`src/rtl/ms_shift_pipe.sv`:
```
// Master-slave shift pipeline: DEPTH stages of WIDTH-bit master/slave pairs, bidirectional,
// with flush, per-stage valid tags and a fill count of valid slave stages.
module ms_shift_pipe #(
    parameter int  WIDTH = 8,
    parameter int  DEPTH = 4,
    localparam int CW    = $clog2(DEPTH + 1)
) (
    input  logic                     clk,
    input  logic                     rst,
    input  logic                     en,
    input  logic                     dir,
    input  logic                     flush,
    input  logic [WIDTH-1:0]         d,
    input  logic                     d_valid,
    output logic [WIDTH-1:0]         q_out,
    output logic                     q_valid,
    output logic [WIDTH*DEPTH-1:0]   q_par,
    output logic [WIDTH-1:0]         master_tap,
    output logic [CW-1:0]            fill,
    output logic                     full,
    output logic                     empty
);

    logic [WIDTH-1:0] m_q [DEPTH];
    logic [WIDTH-1:0] m_d [DEPTH];
    logic [DEPTH-1:0] mv_q, mv_d;
    logic [WIDTH-1:0] s_q [DEPTH];
    logic [WIDTH-1:0] s_d [DEPTH];
    logic [DEPTH-1:0] sv_q, sv_d;
    logic [WIDTH-1:0] q_out_q, q_out_d;
    logic             q_valid_q, q_valid_d;
    logic [CW-1:0]    fill_q, fill_d;
    logic [WIDTH-1:0] m_exit;
    logic             mv_exit;

    // Masters load only from slaves, so every word advances exactly one stage per cycle.
    always_comb begin
        m_d  = m_q;
        mv_d = mv_q;
        if (rst || flush) begin
            for (int i = 0; i < DEPTH; i++) begin
                m_d[i] = '0;
            end
            mv_d = '0;
        end else if (en) begin
            if (!dir) begin
                m_d[0]  = d;
                mv_d[0] = d_valid;
                for (int i = 1; i < DEPTH; i++) begin
                    m_d[i]  = s_q[i-1];
                    mv_d[i] = sv_q[i-1];
                end
            end else begin
                m_d[DEPTH-1]  = d;
                mv_d[DEPTH-1] = d_valid;
                for (int i = 0; i < DEPTH - 1; i++) begin
                    m_d[i]  = s_q[i+1];
                    mv_d[i] = sv_q[i+1];
                end
            end
        end
    end

    always_ff @(posedge clk) begin
        m_q  <= m_d;
        mv_q <= mv_d;
    end

    assign m_exit  = dir ? m_q[0]  : m_q[DEPTH-1];
    assign mv_exit = dir ? mv_q[0] : mv_q[DEPTH-1];

    always_comb begin
        s_d       = m_q;
        sv_d      = mv_q;
        q_out_d   = m_exit;
        q_valid_d = mv_exit;
        fill_d    = '0;
        for (int i = 0; i < DEPTH; i++) begin
            fill_d = fill_d + CW'(mv_q[i]);
        end
        if (rst) begin
            for (int i = 0; i < DEPTH; i++) begin
                s_d[i] = '0;
            end
            sv_d      = '0;
            q_out_d   = '0;
            q_valid_d = 1'b0;
            fill_d    = '0;
        end
    end

    // Slave side and registered outputs update on the falling edge.
    always_ff @(negedge clk) begin
        s_q       <= s_d;
        sv_q      <= sv_d;
        q_out_q   <= q_out_d;
        q_valid_q <= q_valid_d;
        fill_q    <= fill_d;
    end

    always_comb begin
        q_par = '0;
        for (int i = 0; i < DEPTH; i++) begin
            q_par[i*WIDTH +: WIDTH] = s_q[i];
        end
    end

    assign q_out      = q_out_q;
    assign q_valid    = q_valid_q;
    assign master_tap = m_exit;
    assign fill       = fill_q;
    assign full       = (fill_q == CW'(DEPTH));
    assign empty      = (fill_q == '0);

endmodule

```
`config.mk`:
```
export PLATFORM = sky130hd
export DESIGN_NAME = ms_shift_pipe
export DESIGN_NICKNAME = d
export VERILOG_FILES = /design/src/rtl/ms_shift_pipe.sv
export SDC_FILE = /design/constraint.sdc
export NUM_CORES = 1
export LEC_CHECK = 0
export CAP_MARGIN = 10
export CORE_UTILIZATION = 42
export DETAILED_ROUTE_END_ITERATION = 16
export HOLD_SLACK_MARGIN = 0.03
export PLACE_DENSITY = 0.68
export SLEW_MARGIN = 25
export SYNTH_ARGS = -nofsm -noshare
export SYNTH_HDL_FRONTEND = slang
export SYNTH_SLANG_ARGS = --single-unit
```
`constraint.sdc`:
```
create_clock -name clk -period 4.7 [get_ports clk]
set_clock_uncertainty 0.1 [all_clocks]
set_input_delay 0.705 -clock clk [delete_from_list [all_inputs] [get_ports clk]]
set_output_delay 0.705 -clock clk [all_outputs]
set_load 0.01 [all_outputs]
```
==> flow_summary.json, run 1 <==
{
  "grtUsageTotal": 0.154,
  "worstSetupPathType": "flip-flop to output pin",
  "initial_utilization": 0.446,
  "num_antenna_cells": 0,
  "grt_pass1_wl_um": 10300,
  "synthArstFlopShare": 0,
  "drv_slew": 0,
  "die_area_um2": 8220,
  "synthToLayoutAreaGrowth_pct": 31.1,
  "wl_um": 6010,
  "power_leakage_nw": 1.91,
  "core_um2": 7410,
  "drc": 0,
  "die_y_um": 90.7,
  "final_common_cell": "dfxtp_1",
  "finalNetCount": 408,
  "first_iter_violations": 46,
  "endpoint_kind": "output pin",
  "finalSetupTns_ps": 0,
  "rsz0062_at_grt": "false",
  "grt_pass1_vias": 2234,
  "rows": 31,
  "grt_max_degree": 50,
  "clk_path_buf_depth": 2,
  "startpoint_type": "flip-flop",
  "portBuffers": 67,
  "yosysSeqAreaShare": 0.509,
  "cts_buffers": 9,
  "hold_ws_ps": 392,
  "rr_startpoint": "mv_q[0]",
  "synth_nets": 300,
  "clock_sinks": 84,
  "dr.pass1.iters": 4,
  "cts_tree": "yes",
  "synth_ff_type": "dfxtp_1",
  "cts_root_buf": "clkbuf_8",
  "status": "finished, final reports clean",
  "cp_data_required_time_ps": 3890,
  "num_vias": 2321,
  "gp_congestion": 0.718,
  "finalSetupViolCount": 0,
  "cts_setup_buffers": 0,
  "maxSlewHeadroom": 0.384,
  "ant_nets": 0,
  "whs_path_depth": 2,
  "ff2ff_setup_slack_ps": 600,
  "drt-wirelength-per-cell_um": 12.1,
  "hp-start": "m_q[20]",
  "fp.dieW_um": 90.7,
  "antenna_found_initial": 0,
  "gr-total-overflow": 0,
  "hold_viol_final": 0,
  "crit_path_cell_trace": "nor3_1, clkdlybuf4s50_1",
  "hold_path_class": "flip-flop to flip-flop",
  "synth_area_per_cell_um2": 11.7,
  "drive_gt1_frac": 0.159,
  "yosysWarningCount": 0,
  "final_cell_mix": "84 x dfxtp_1, 63 x clkdlybuf4s50_1, 54 x inv_1, 40 x nor2_1, 37 x mux2i_1",
  "critPathLaunch": "fill[1]",
  "cp.arrival_ps": 3770,
  "io_pins": 68,
  "p_per_area_nw_per_um2": 352,
  "final_cells": 495,
  "insertion_delay_ps": 380,
  "hold-path-endpoint": "m_q[20]",
  "final_core_util": 0.585,
  "synth.distinct_cells": 22,
  "htree_levels": 3,
  "ir_drop_mv": 0.161,
  "synth_edf_count": 0,
  "crit_path_max_fanout": 3,
  "dp_cells": 432,
  "clkSlewWorstSetupHoldPaths_ps": 90,
  "slowest_stage": "clkdlybuf4s50_1",
  "synth_area_um2": 3300,
  "dp_hpwl_um": 3810,
  "worstMarginPinSlew_ps": 924,
  "max_stage_delay_ps": 560,
  "fillers": 646,
  "worstReg2RegEnd": "fill[1]",
  "r2r_cells": 6,
  "syn_inst": 283,
  "ys_ff_latch": 84,
  "maxCapViolations": 0,
  "vias_per_cell": 4.69
}
## flip-flops by register name, indices dropped and copies added, names as in the netlist
name / count
m_q: 32
q_par: 32
q_out: 8
fill: 3
sv_q: 4
mv_q: 4
q_valid: 1
## synthesized netlist by cell type, drive strengths merged, types with 2 or more instances
master / instances / share of area
nor2b: 34 / 0.071
mux2i: 37 / 0.11
inv: 6 / 0.0068
nor2: 40 / 0.045
ha: 2 / 0.0076
a211oi: 36 / 0.13
and2b: 10 / 0.023
clkbuf: 3 / 0.0038
mux2: 8 / 0.031
buf: 19 / 0.052
dfxtp: 84 / 0.51
## metal layers
metal  vias up  GRT usage  part of all wire
met3         8     0.0286             0.044
li1       1177          -                 -
met2        55      0.265              0.48
met4         0     0.0605             0.012
met1      1081      0.188              0.47
met5         -          0                 0
## repair_timing
item | in CTS | in global routing
endpoints found under the setup margin | 0 | 1
resized for setup | 0 | 1
hold buffers | 0 | 0
## through the flow
step                      power (mW)  cell area [um2]  setup slack [ps]
after CTS                       1.55             4330              30.3
after floorplan                0.919             3300               650
after global routing            1.62             4330              25.3
final                           1.53             4330               126
after detailed placement       0.964             3960               441
after global placement         0.962             3960               498
## layout make-up
class	count	area [um2]	area share
Sequential cell	84	1680	0.388
Multi-Input combinational cell	171	1420	0.328
Timing Repair Buffer	72	721	0.166
Clock inverter	54	240	0.0555
Clock buffer	10	128	0.0295
Tap cell	99	124	0.0286
Inverter	5	18.8	0.00433
## worst max path at each step
stage / slack (ps) / cells past startpoint / endpoint
6_report: 130 / 2 / empty
5_1_grt: 30 / 2 / empty
4_1_cts: 30 / 2 / full
3_5_place_dp: 440 / 2 / full
3_3_place_gp: 500 / 2 / full
2_1_floorplan: 650 / 6 / fill[1]
## cell families after synthesis
kind of cell / after synthesis / synth area share
and+or+nand+nor: 87 / 0.145
DFF: 84 / 0.509
muxes: 45 / 0.143
AOI/OAI and AO/OA: 36 / 0.127
buffers and inverters: 28 / 0.0621
adders and majority gates: 3 / 0.0136
## power by group
part	internal [mW]	total [mW]	leakage (nW)	switching [mW]
clock network	0.296	0.640	0.351	0.343
registers	0.736	0.748	0.683	0.0117
logic	0.0690	0.138	0.874	0.0694
## critical path: cells and delay by family, from the launching register on
family	cells	cell delay, ps
buffers and inverters	1	560
DFF	1	310
and+or+nand+nor	1	180
Note: power is estimated with default switching activity, not from simulation.
==> run 2: changes to the inputs <==
CORE_UTILIZATION = 54   (was 42)
PLACE_DENSITY = 0.84   (was 0.68)
SLEW_MARGIN = unset   (was 25)
==> run 2 against run 1 <==
  * Non-clock buffer count grew 1
  * Core utilization rose by 14 points
  * Global-route usage rose by 5.1 points
  * Power increased by 1.8%
  * Sequential power is essentially flat
  * Cell count down 4.6%
  * Clock power grew 4.1%
  * Via count rose by 1.7%
  * Die area is 22% lower
  * Critical path type unchanged
  * Highest routed layer unchanged
==> flow_summary.json, run 2 (same netlist as run 1, synthesis figures left out) <==
{
  "insertion_delay_ps": 390,
  "gp_congestion": 0.737,
  "htree_levels": 3,
  "power_leakage_nw": 1.92,
  "worstReg2RegEnd": "fill[1]",
  "num_antenna_cells": 0,
  "slowest_stage": "clkdlybuf4s50_1",
  "vias_per_cell": 5.00,
  "die_area_um2": 6430,
  "cts_tree": "yes",
  "finalSetupViolCount": 0,
  "rr_startpoint": "mv_q[0]",
  "final_cell_area_um2": 4320,
  "dp_hpwl_um": 4030,
  "num_vias": 2360,
  "dr.pass1.iters": 6,
  "maxCapViolations": 0,
  "critPathLaunch": "fill[1]",
  "ant_nets": 0,
  "gr-usage-met3": 0.0659,
  "cts_buffers": 9,
  "drt-wirelength-per-cell_um": 12.9,
  "hold_path_class": "flip-flop to flip-flop",
  "final_common_cell": "dfxtp_1",
  "wl_um": 6110,
  "maxSlewHeadroom": 0.309,
  "synthToLayoutAreaGrowth_pct": 30.8,
  "grtUsageMet1": 0.231,
  "clk_path_buf_depth": 2,
  "grt_pass1_wl_um": 10000,
  "cts_root_buf": "clkbuf_8",
  "finalNetCount": 409,
  "crit_path_max_fanout": 3,
  "drc": 0,
  "dpl_cell_area_um2": 3940,
  "first_iter_violations": 86,
  "antenna_found_initial": 0,
  "grtUsageTotal": 0.205,
  "max_stage_delay_ps": 570,
  "cp.arrival_ps": 3800,
  "die_y_um": 80.2,
  "final_cell_mix": "84 x dfxtp_1, 63 x clkdlybuf4s50_1, 55 x inv_1, 40 x nor2_1, 37 x mux2i_1",
  "critPathCapture": "empty",
  "rsz0062_at_grt": "false",
  "grt_pass1_vias": 2261,
  "status": "finished, final reports clean",
  "core_um2": 5920,
  "io_pins": 68,
  "clkSlewWorstSetupHoldPaths_ps": 80,
  "gr-total-overflow": 0,
  "p_per_area_nw_per_um2": 360,
  "hold_viol_final": 0,
  "worstMarginPinSlew_ps": 1040,
  "cts_setup_buffers": 0,
  "drv_slew": 0,
  "startpoint_type": "flip-flop",
  "fp.dieW_um": 80.2,
  "rows": 28,
  "clock_sinks": 84,
  "drive_gt1_frac": 0.161,
  "gr-usage-met2": 0.368,
  "crit_path_cell_trace": "nor3_1, clkdlybuf4s50_1",
  "worstSetupPathType": "flip-flop to output pin",
  "cp_data_required_time_ps": 3890,
  "top_usage_layer": "met2",
  "r2r_cells": 6,
  "power_mw": 1.55,
  "ir_drop_mv": 0.213,
  "grt_max_degree": 39,
  "initial_utilization": 0.558,
  "endpoint_kind": "output pin",
  "portBuffers": 67,
  "finalSetupTns_ps": 0,
  "ff2ff_setup_slack_ps": 570
}
## run 2: final cells by class
| cell class | instances | area, um2 |
|---|---|---|
| clock inverter | 53 | 228 |
| fill | 439 | 1600 |
| tap | 75 | 93.8 |
| multi-input combinational | 171 | 1420 |
| clock buffer | 11 | 153 |
| sequential | 84 | 1680 |
| timing repair buffer | 73 | 728 |
| inverter | 5 | 18.8 |
## run 2: worst min-delay path by stage
| stage | startpoint | to | slack, ps | cells after the start |
|---|---|---|---|---|
| after floorplan | m_q[15] | m_q[15] | 360 | 2 |
| after global placement | m_q[15] | m_q[15] | 370 | 2 |
| after detailed placement | m_q[15] | m_q[15] | 380 | 2 |
| after CTS | m_q[15] | m_q[15] | 390 | 2 |
| after global routing | m_q[21] | m_q[21] | 420 | 2 |
| final | m_q[15] | m_q[15] | 390 | 2 |
## run 2: routing by layer
metal / vias up / share of wire / routed length, um
li1: 1171 / - / -
met1: 1127 / 0.43 / 2610
met2: 55 / 0.51 / 3140
met3: 7 / 0.049 / 299
met4: 0 / 0.010 / 62
met5: - / 0 / 0
## run 2: power by group
| part | leakage [nW] | total (mW) | switching, mW | internal, mW |
|---|---|---|---|---|
| registers | 0.683 | 0.748 | 0.0118 | 0.736 |
| clock network | 0.363 | 0.666 | 0.340 | 0.326 |
| logic | 0.878 | 0.139 | 0.0703 | 0.0692 |
## run 2: worst max-delay path: cells and delay by family (launching register included)
family	cells	cell delay, ps
and+or+nand+nor	1	180
buffers and inverters	1	570
DFF	1	320
## run 2: timing repair
item / 4_1_cts / 5_1_grt
gates resized for setup: 0 / 1
hold buffers: 0 / 0
endpoints found under the setup margin: 0 / 1
## run 2: metrics by stage
| step | hold slack (ps) | util | worst slack, ps | instances |
|---|---|---|---|---|
| after floorplan | 360 | - | 650 | 283 |
| final | 386 | 0.730 | 97.4 | 472 |
| after global routing | 420 | 0.730 | 13.2 | 472 |
| after CTS | 389 | 0.729 | 53.6 | 472 |
| after detailed placement | 376 | 0.665 | 439 | 409 |
| after global placement | 371 | 0.665 | 464 | 409 |
==> run 3: changes to the inputs <==
SLEW_MARGIN = 20   (was unset)
==> results of run 3 <==
No change in the layout: final DEF, timing and power equal those of run 2.
